==> src/rtl/mc_controller_pkg.sv <==
// Shared MIPS declarations: instruction field types, FSM states, ALU op classes
// and ALU control encodings used by the multicycle controller and its decoder.
package mips_decls_p;

    typedef logic [5:0] opcode_t;
    typedef logic [5:0] funct_t;

    localparam opcode_t OP_RTYPE = 6'b000000;
    localparam opcode_t OP_J     = 6'b000010;
    localparam opcode_t OP_BEQ   = 6'b000100;
    localparam opcode_t OP_ADDI  = 6'b001000;
    localparam opcode_t OP_LW    = 6'b100011;
    localparam opcode_t OP_SW    = 6'b101011;

    localparam funct_t FN_ADD = 6'b100000;
    localparam funct_t FN_SUB = 6'b100010;
    localparam funct_t FN_AND = 6'b100100;
    localparam funct_t FN_OR  = 6'b100101;
    localparam funct_t FN_SLT = 6'b101010;

    typedef enum logic [3:0] {
        FETCH   = 4'd0,
        DECODE  = 4'd1,
        MEMADR  = 4'd2,
        MEMRD   = 4'd3,
        MEMWB   = 4'd4,
        MEMWR   = 4'd5,
        RTYPEEX = 4'd6,
        RTYPEWB = 4'd7,
        BEQEX   = 4'd8,
        ADDIEX  = 4'd9,
        ADDIWB  = 4'd10,
        JEX     = 4'd11
    } statetype_t;

    typedef enum logic [1:0] {
        ADD   = 2'b00,
        SUB   = 2'b01,
        FUNCT = 2'b10
    } aluop_t;

    localparam logic [2:0] ALU_ADD = 3'b010;
    localparam logic [2:0] ALU_SUB = 3'b110;
    localparam logic [2:0] ALU_AND = 3'b000;
    localparam logic [2:0] ALU_OR  = 3'b001;
    localparam logic [2:0] ALU_SLT = 3'b111;

    function automatic logic opcode_supported(input opcode_t op);
        logic ok;
        case (op)
            OP_RTYPE, OP_J, OP_BEQ, OP_ADDI, OP_LW, OP_SW: ok = 1'b1;
            default:                                        ok = 1'b0;
        endcase
        return ok;
    endfunction

endpackage

==> src/rtl/mc_controller_if.sv <==
// Controller <-> datapath bundle: instruction fields and zero flag in,
// every select/enable plus debug state out.
interface mc_controller_if;
    import mips_decls_p::*;

    opcode_t    opcode;
    funct_t     funct;
    logic       zero;
    logic       pcen;
    logic       irwrite;
    logic       regwrite;
    logic       memwrite;
    logic       alusrca;
    logic       iord;
    logic       memtoreg;
    logic       regdst;
    logic [1:0] alusrcb;
    logic [1:0] pcsrc;
    logic [2:0] alucontrol;
    logic       illegal_op;
    statetype_t state;

    modport master (
        input  opcode, funct, zero,
        output pcen, irwrite, regwrite, memwrite, alusrca, iord, memtoreg,
               regdst, alusrcb, pcsrc, alucontrol, illegal_op, state
    );

    modport slave (
        output opcode, funct, zero,
        input  pcen, irwrite, regwrite, memwrite, alusrca, iord, memtoreg,
               regdst, alusrcb, pcsrc, alucontrol, illegal_op, state
    );
endinterface

==> src/rtl/mc_controller_aludec.sv <==
// ALU decoder: maps the op class (and funct for R-type) to the 3-bit ALU control,
// flagging funct codes the ALU does not implement.
module aludec
    import mips_decls_p::*;
(
    input  aluop_t     aluop,
    input  funct_t     funct,
    output logic [2:0] alucontrol,
    output logic       illegal_funct
);

    // Op class / funct to ALU control decode
    always_comb begin
        alucontrol    = ALU_ADD;
        illegal_funct = 1'b0;
        case (aluop)
            ADD: alucontrol = ALU_ADD;
            SUB: alucontrol = ALU_SUB;
            FUNCT: begin
                case (funct)
                    FN_ADD:  alucontrol = ALU_ADD;
                    FN_SUB:  alucontrol = ALU_SUB;
                    FN_AND:  alucontrol = ALU_AND;
                    FN_OR:   alucontrol = ALU_OR;
                    FN_SLT:  alucontrol = ALU_SLT;
                    default: illegal_funct = 1'b1;
                endcase
            end
            default: alucontrol = ALU_ADD;
        endcase
    end

endmodule

==> src/rtl/mc_controller.sv <==
// Multicycle MIPS control unit: Moore main FSM driving all datapath selects and
// enables, with strobes held low while reset is asserted.
module mc_controller
    import mips_decls_p::*;
(
    input  logic           clk,
    input  logic           reset,
    mc_controller_if.master bus
);

    statetype_t state_r;
    statetype_t state_next_s;
    aluop_t     aluop_s;
    logic       pcwrite_s, branch_s, irwrite_s, regwrite_s, memwrite_s;
    logic       alusrca_s, iord_s, memtoreg_s, regdst_s, illegal_s;
    logic       illegal_funct_s;
    logic [1:0] alusrcb_s, pcsrc_s;
    logic [2:0] alucontrol_s;

    aludec U_ALUDEC (
        .aluop         (aluop_s),
        .funct         (bus.funct),
        .alucontrol    (alucontrol_s),
        .illegal_funct (illegal_funct_s)
    );

    // State register, cleared to FETCH asynchronously
    always_ff @(posedge clk or negedge reset) begin
        if (!reset) begin
            state_r <= FETCH;
        end else begin
            state_r <= state_next_s;
        end
    end

    // Next-state logic
    always_comb begin
        state_next_s = FETCH;
        case (state_r)
            FETCH: state_next_s = DECODE;
            DECODE: begin
                case (bus.opcode)
                    OP_LW, OP_SW: state_next_s = MEMADR;
                    OP_RTYPE:     state_next_s = RTYPEEX;
                    OP_BEQ:       state_next_s = BEQEX;
                    OP_ADDI:      state_next_s = ADDIEX;
                    OP_J:         state_next_s = JEX;
                    default:      state_next_s = FETCH;
                endcase
            end
            MEMADR: begin
                if (bus.opcode == OP_LW) begin
                    state_next_s = MEMRD;
                end else begin
                    state_next_s = MEMWR;
                end
            end
            MEMRD:   state_next_s = MEMWB;
            RTYPEEX: state_next_s = RTYPEWB;
            ADDIEX:  state_next_s = ADDIWB;
            default: state_next_s = FETCH;
        endcase
    end

    // Moore output decode; unreachable encodings leave every strobe low
    always_comb begin
        pcwrite_s  = 1'b0;
        branch_s   = 1'b0;
        irwrite_s  = 1'b0;
        regwrite_s = 1'b0;
        memwrite_s = 1'b0;
        alusrca_s  = 1'b0;
        iord_s     = 1'b0;
        memtoreg_s = 1'b0;
        regdst_s   = 1'b0;
        illegal_s  = 1'b0;
        alusrcb_s  = 2'b00;
        pcsrc_s    = 2'b00;
        aluop_s    = ADD;
        case (state_r)
            FETCH: begin
                irwrite_s = 1'b1;
                pcwrite_s = 1'b1;
                alusrcb_s = 2'b01;
            end
            DECODE: begin
                alusrcb_s = 2'b11;
                illegal_s = ~opcode_supported(bus.opcode);
            end
            MEMADR: begin
                alusrca_s = 1'b1;
                alusrcb_s = 2'b10;
            end
            MEMRD: iord_s = 1'b1;
            MEMWB: begin
                memtoreg_s = 1'b1;
                regwrite_s = 1'b1;
            end
            MEMWR: begin
                iord_s     = 1'b1;
                memwrite_s = 1'b1;
            end
            RTYPEEX: begin
                alusrca_s = 1'b1;
                aluop_s   = FUNCT;
                illegal_s = illegal_funct_s;
            end
            RTYPEWB: begin
                regdst_s   = 1'b1;
                regwrite_s = 1'b1;
            end
            BEQEX: begin
                alusrca_s = 1'b1;
                aluop_s   = SUB;
                pcsrc_s   = 2'b01;
                branch_s  = 1'b1;
            end
            ADDIEX: begin
                alusrca_s = 1'b1;
                alusrcb_s = 2'b10;
            end
            ADDIWB: regwrite_s = 1'b1;
            JEX: begin
                pcsrc_s   = 2'b10;
                pcwrite_s = 1'b1;
            end
            default: aluop_s = ADD;
        endcase
    end

    // Write strobes and illegal flag are gated by reset so they drop at once
    assign bus.pcen       = reset & (pcwrite_s | (branch_s & bus.zero));
    assign bus.irwrite    = reset & irwrite_s;
    assign bus.regwrite   = reset & regwrite_s;
    assign bus.memwrite   = reset & memwrite_s;
    assign bus.illegal_op = reset & illegal_s;
    assign bus.alusrca    = alusrca_s;
    assign bus.iord       = iord_s;
    assign bus.memtoreg   = memtoreg_s;
    assign bus.regdst     = regdst_s;
    assign bus.alusrcb    = alusrcb_s;
    assign bus.pcsrc      = pcsrc_s;
    assign bus.alucontrol = alucontrol_s;
    assign bus.state      = state_r;

endmodule

==> src/flat_wrapper.sv <==
// flat-port wrapper written by rule: the top's interface ports become plain ports
module mc_controller_flat import mips_decls_p::*;
  (clk, reset, bus_opcode, bus_funct, bus_zero, bus_pcen, bus_irwrite, bus_regwrite, bus_memwrite, bus_alusrca, bus_iord, bus_memtoreg, bus_regdst, bus_alusrcb, bus_pcsrc, bus_alucontrol, bus_illegal_op, bus_state);
  mc_controller_if bus_i ();
  input  logic clk;
  input  logic reset;
  input wire logic [$bits(bus_i.opcode)-1:0] bus_opcode;
  input wire logic [$bits(bus_i.funct)-1:0] bus_funct;
  input wire logic [$bits(bus_i.zero)-1:0] bus_zero;
  output wire logic [$bits(bus_i.pcen)-1:0] bus_pcen;
  output wire logic [$bits(bus_i.irwrite)-1:0] bus_irwrite;
  output wire logic [$bits(bus_i.regwrite)-1:0] bus_regwrite;
  output wire logic [$bits(bus_i.memwrite)-1:0] bus_memwrite;
  output wire logic [$bits(bus_i.alusrca)-1:0] bus_alusrca;
  output wire logic [$bits(bus_i.iord)-1:0] bus_iord;
  output wire logic [$bits(bus_i.memtoreg)-1:0] bus_memtoreg;
  output wire logic [$bits(bus_i.regdst)-1:0] bus_regdst;
  output wire logic [$bits(bus_i.alusrcb)-1:0] bus_alusrcb;
  output wire logic [$bits(bus_i.pcsrc)-1:0] bus_pcsrc;
  output wire logic [$bits(bus_i.alucontrol)-1:0] bus_alucontrol;
  output wire logic [$bits(bus_i.illegal_op)-1:0] bus_illegal_op;
  output wire logic [$bits(bus_i.state)-1:0] bus_state;
  assign bus_i.opcode = bus_opcode;
  assign bus_i.funct = bus_funct;
  assign bus_i.zero = bus_zero;
  assign bus_pcen = bus_i.pcen;
  assign bus_irwrite = bus_i.irwrite;
  assign bus_regwrite = bus_i.regwrite;
  assign bus_memwrite = bus_i.memwrite;
  assign bus_alusrca = bus_i.alusrca;
  assign bus_iord = bus_i.iord;
  assign bus_memtoreg = bus_i.memtoreg;
  assign bus_regdst = bus_i.regdst;
  assign bus_alusrcb = bus_i.alusrcb;
  assign bus_pcsrc = bus_i.pcsrc;
  assign bus_alucontrol = bus_i.alucontrol;
  assign bus_illegal_op = bus_i.illegal_op;
  assign bus_state = bus_i.state;
  mc_controller u_core (.clk(clk), .reset(reset), .bus(bus_i));
endmodule
==> config.mk <==
export PLATFORM = sky130hd
export DESIGN_NAME = mc_controller_flat
export DESIGN_NICKNAME = d
export VERILOG_FILES = /design/src/rtl/mc_controller_pkg.sv /design/src/rtl/mc_controller_if.sv /design/src/rtl/mc_controller_aludec.sv /design/src/rtl/mc_controller.sv /design/src/flat_wrapper.sv
export SDC_FILE = /design/constraint.sdc
export NUM_CORES = 1
export LEC_CHECK = 0
export CAP_MARGIN = 20
export CORE_MARGIN = 2
export CORE_UTILIZATION = 37
export DETAILED_ROUTE_END_ITERATION = 16
export PLACE_DENSITY_LB_ADDON = 0.15
export SYNTH_ARGS = -nofsm -noshare
export SYNTH_HDL_FRONTEND = slang
export SYNTH_SLANG_ARGS = --single-unit
==> constraint.sdc <==
create_clock -name clk -period 2 [get_ports clk]
set_input_delay 0.3 -clock clk [delete_from_list [all_inputs] [get_ports clk]]
set_output_delay 0.3 -clock clk [all_outputs]
set_load 0.05 [all_outputs]
==> metrics.md, run 1 <==
| Metric | Value |
|---|---|
| Area contributors post-synth | `dfrtp_1 (16%), nor3_1 (4.8%), a2111oi_4 (4.4%), xor2_1 (4.2%), a21oi_1 (4.0%)` |
| CTS buffer count | `3` |
| Top FF cell, synth | `dfrtp_1` |
| Mean post-synth cell area | `7.40 um^2` |
| Cell Area, Synth | `622 um^2` |
| Ys async rst share | `100%` |
| Buffer depth of the longest clock path | `2` |
| Initial core utilization | `40.3%` |
| Largest net degree at the start of global routing | `13` |
| Dpl ws | `-0.145 ns` |
| Die Y | `45.0 um` |
| FP Rows | `14` |
| GR repair worst EP | `bus_alucontrol[1]` |
| IO Count | `35` |
| Error | `[ERROR DPL-0033] detailed placement checks failed during check placement.` |
| Die W | `45.0 um` |
| Status | `did not finish` |
| Final Wtd Congestion | `0.798` |
| Sink Count | `4` |
| Post-DP HPWL | `2.01 mm` |
| Initial antenna violation count | `0` |
| Hold_buf cts | `0` |
| Worst ep type | `output port` |
| Seq/Total Area, Yosys | `16.1%` |
| Distinct cells, synth | `42` |
| Combinational family with the most area after synthesis | `simple AND/OR/NAND/NOR gates` |
| Syn Nets | `101` |
| Synth Area in Simple Gates | `42.9%` |
| Yosys reg bits | `4` |
| Top-area cell type share of the netlist area | `16.1%` |
| Syn Inst Count | `84` |
| Post-synthesis compound-gate area fraction | `24.9%` |
| Post-synth EDFFs | `0` |
| Post-Synth XOR/XNOR Area | `4.23%` |
| Clock Tree Root | `clkbuf_4` |
| Synth area leader | `dfrtp_1` |
| Adder-cell area share of the yosys netlist | `4.02%` |
| Synth cell count leaders | `nor2_1 (6), nor3_1 (6), a21oi_1 (5)` |
| H-tree depth | `1` |
| Warnings from Yosys | `0` |
| Post-synthesis mux area share | `1.61%` |
| Stop stage | `global routing` |
| I/O Buffers | `34` |
## repair_timing
item / in CTS
pin swaps: 5
setup buffers: 5
setup endpoints to repair: 6
gates resized for setup: 12
## per-stage QoR
step	util [%]	area [um^2]	hold slack, ns	TNS, ns	instances
after floorplan	-	738	0.00441	-0.711	84
after global placement	87.7	1350	0.631	-0.115	151
after detailed placement	87.7	1350	0.645	-0.218	151
after CTS	96.2	1480	0.426	-0.352	159
## cells by family after synthesis
kind of cell / count (synthesis)
AND/OR/NAND/NOR: 45
AO/OA/AOI/OAI: 20
buffers and inverters: 9
flip-flops: 4
XOR/XNOR: 3
adder cells (fa/ha/maj): 2
multiplexers: 1
==> run 2, diff against run 1 <==
CORE_AREA = 2 2 63 65   (was unset)
CORE_MARGIN = unset   (was 2)
CORE_UTILIZATION = unset   (was 37)
DIE_AREA = 0 0 65 67   (was unset)
==> metrics.md, run 2 <==
| Metric | Value |
|---|---|
| DRC violations left | `0` |
| Number of global-route vias before repair | `895` |
| Core Area | `0.00361 mm^2` |
| Failing checks | `setup timing` |
| Most frequent cells in the layout | `buf_4 (28), buf_12 (15), clkdlybuf4s50_1 (12)` |
| Clock Skews | `0.00230 ns` |
| Router iterations before antenna repair | `4` |
| Syn Inst Count | `84 (unchanged)` |
| Pwr Density | `848 mW/mm^2` |
| CP Max Fanout | `3` |
| Die W | `65 um (+44%)` |
| DR iter-0 viols | `11` |
| Worst endpoint required time | `1.70 ns` |
| Crit-path cells | `nor4bb_2 -> buf_4 -> ha_4 -> a211o_4 -> buf_8` |
| Seq/Total Area, Yosys | `16.1% (unchanged)` |
| Total track usage | `11.8%` |
| Commonest non-fill, non-tap cell in the layout | `buf_4` |
| Synth cell count leaders | `nor2_1 (6), nor3_1 (6), a21oi_1 (5)` |
| Ys async rst share | `100% (unchanged)` |
| Status | `finished with violations` |
| Sequential cell area | `105 um^2` |
| Distinct cells, synth | `42 (unchanged)` |
| Largest net degree at the start of global routing | `14` |
| Initial antenna violation count | `0` |
| Setup crit end kind | `output port` |
| Post-synth EDFFs | `0 (unchanged)` |
| Final Routed Wirelength | `2.31 mm` |
| Crit share post-route | `103%` |
| Crit path time final | `2.06 ns` |
| Max Slew Vio Count | `0` |
| CTS tree | `done` |
| Min-delay worst type | `primary input to asynchronous set/reset pin` |
| Fmax | `0.485 GHz` |
| Top FF cell, synth | `dfrtp_1` |
| Kind of cell adding the most delay to the critical path | `flip-flops` |
| Share of layout cells above drive strength 1 | `58.0%` |
| Crit path max-delay cell type | `dfrtp_2` |
| Util after Layout | `43.3%` |
| Non-Filler Instances | `191` |
| Final Setup Violations | `2` |
| Routed length per placed instance | `12.1 um` |
| Fillers | `365` |
| Crit Path Category | `register to output port` |
| Max_slew headroom | `71.4%` |
| Critical path buffers and inverters | `2` |
| Warnings from Yosys | `0 (unchanged)` |
| FP Rows | `22 (+8)` |
| Overflow after GRT | `0` |
| Post-DP HPWL | `1.83 mm (-9.2%)` |
| Max rail drop VDD | `0.617 mV` |
| RSZ-0062 raised after global routing | `yes` |
| DP Area | `0.00138 mm^2 (+2.2%)` |
| Clock Tree Root | `clkbuf_8` |
| Final hold viol count | `0` |
| Clk Latency, worst-skew pair | `0.21 ns` |
| Area contributors post-synth | `dfrtp_1 (16%), nor3_1 (4.8%), a2111oi_4 (4.4%), xor2_1 (4.2%), a21oi_1 (4.0%)` |
| Top-area cell type share of the netlist area | `16.1% (unchanged)` |
| Final #Nets | `162` |
| Area occupied by multi-input gates | `644 um^2` |
| Critical path arrival | `1.76 ns` |
| Mean post-synth cell area | `7.40 um^2 (unchanged)` |
| IO Count | `35 (unchanged)` |
| Placed cell count | `181 (+20%)` |
| Final Wtd Congestion | `0.718 (-10%)` |
| Cell Area, Synth | `622 um^2 (unchanged)` |
| CP peak stage delay | `0.41 ns` |
| Final instance area | `0.00156 mm^2` |
| Max reg flops | `4` |
| Die Y | `67 um (+49%)` |
| Synth area leader | `dfrtp_1` |
| CTS buffer count | `3 (unchanged)` |
| Die area | `0.00436 mm^2` |
| Antenna diodes | `0` |
| Clock-pin transition on the worst setup and hold timing paths | `0.03 ns` |
| I/O Buffers | `34 (unchanged)` |
| Leakage power | `0.000599 uW` |
| # Max-Cap Violations | `0` |
| H-tree depth | `1 (unchanged)` |
| Yosys reg bits | `4 (unchanged)` |
| Final ANT Viol Nets | `0` |
| Initial core utilization | `17.2% (-23 points)` |
| Min setup slack post-route | `-0.0607 ns` |
| Worst Tran Pin Value | `0.426 ns` |
| Sink Count | `4 (unchanged)` |
| Syn Nets | `101 (unchanged)` |
| Wire length of the first global-routing pass | `4.00 mm` |
| Vias/cell | `4.41` |
| Synthesis-to-finish area growth | `151%` |
| Buffer depth of the longest clock path | `2 (unchanged)` |
| Setup crit start kind | `register` |
| Routed vias | `842` |
==> run 2: cell counts after synthesis <==
Identical to the previous run, type by type.
==> run 2: through the flow <==
stage          hold WS, ns  power, uW  setup slack (ns)  setup TNS, ns
6_report             0.402       1330           -0.0607         -0.102
5_1_grt              0.410       1400            -0.116         -0.387
4_1_cts              0.397       1310           -0.0499         -0.130
3_5_place_dp         0.623       1060            -0.143         -0.159
3_3_place_gp         0.623       1060           -0.0708        -0.0708
2_1_floorplan      0.00441        637            -0.244         -0.711
==> run 2: logic make-up after synthesis <==
logic type	count (synthesis)	share of synthesized area (%)
and+or+nand+nor	45	42.9
DFF	4	16.1
xor gates and xnor gates	3	4.23
AOI/OAI and AO/OA	20	25.0
adders and majority gates	2	4.02
muxes	1	1.61
buffers and inverters	9	6.24
==> run 2: metal layers <==
layer | share of wire (%) | global-route usage, % | wire length (um)
met5 | 0 | 0 | 0
met3 | 6.3 | 3.04 | 145
met2 | 52 | 21.4 | 1200
met1 | 42 | 13.8 | 967
met4 | 0 | 2.39 | 0
==> run 2: final timing paths <==
check	start	end	slack, ns	depth (start not counted)
worst max-delay path	u_core.bus.state[3]$_DFF_PN0_	bus_alucontrol[1]	-0.06	5
max in group asynchronous	reset	u_core.bus.state[2]$_DFF_PN0_	1.47	2
worst min-delay path	reset	u_core.bus.state[0]$_DFF_PN0_	0.40	2
worst max register to register	u_core.bus.state[1]$_DFF_PN0_	u_core.bus.state[1]$_DFF_PN0_	0.49	5
min in group clk	u_core.bus.state[2]$_DFF_PN0_	u_core.bus.state[3]$_DFF_PN0_	0.67	2
worst min register to register	u_core.bus.state[2]$_DFF_PN0_	u_core.bus.state[3]$_DFF_PN0_	0.67	2
==> run 2: layout make-up <==
cell class / count / share of cell area [%]
repair buffers: 61 / 44.6
multi-input cells: 71 / 41.2
flip-flops and latches: 4 / 6.73
well taps: 48 / 3.84
clock buffers: 3 / 2.64
inverters: 4 / 0.961
==> run 2: repair_timing <==
| action | in CTS | in global routing |
|---|---|---|
| setup buffers | 6 | 1 |
| gates resized for setup | 14 | 7 |
| cloned | 0 | 0 |
| pin swaps | 7 | 1 |
| setup endpoints to repair | 6 | 7 |
| hold buffers | 0 | 0 |
==> run 2: worst register-to-register path: stages (launching register included) <==
cell and delay [ns]:
dfrtp_2 0.44, buf_4 0.15, buf_6 0.13, or3b_4 0.26
nor3_1 0.05, or3_1 0.34
==> run 2: report_power, final <==
| group | leakage (uW) | total, uW | internal (uW) | switching, uW |
|---|---|---|---|---|
| Sequential | 0.0000473 | 126 | 103 | 23.1 |
| Combinational | 0.000530 | 1040 | 479 | 556 |
| Clock | 0.0000216 | 164 | 128 | 36.1 |
Power figures use the tool's default switching activity.
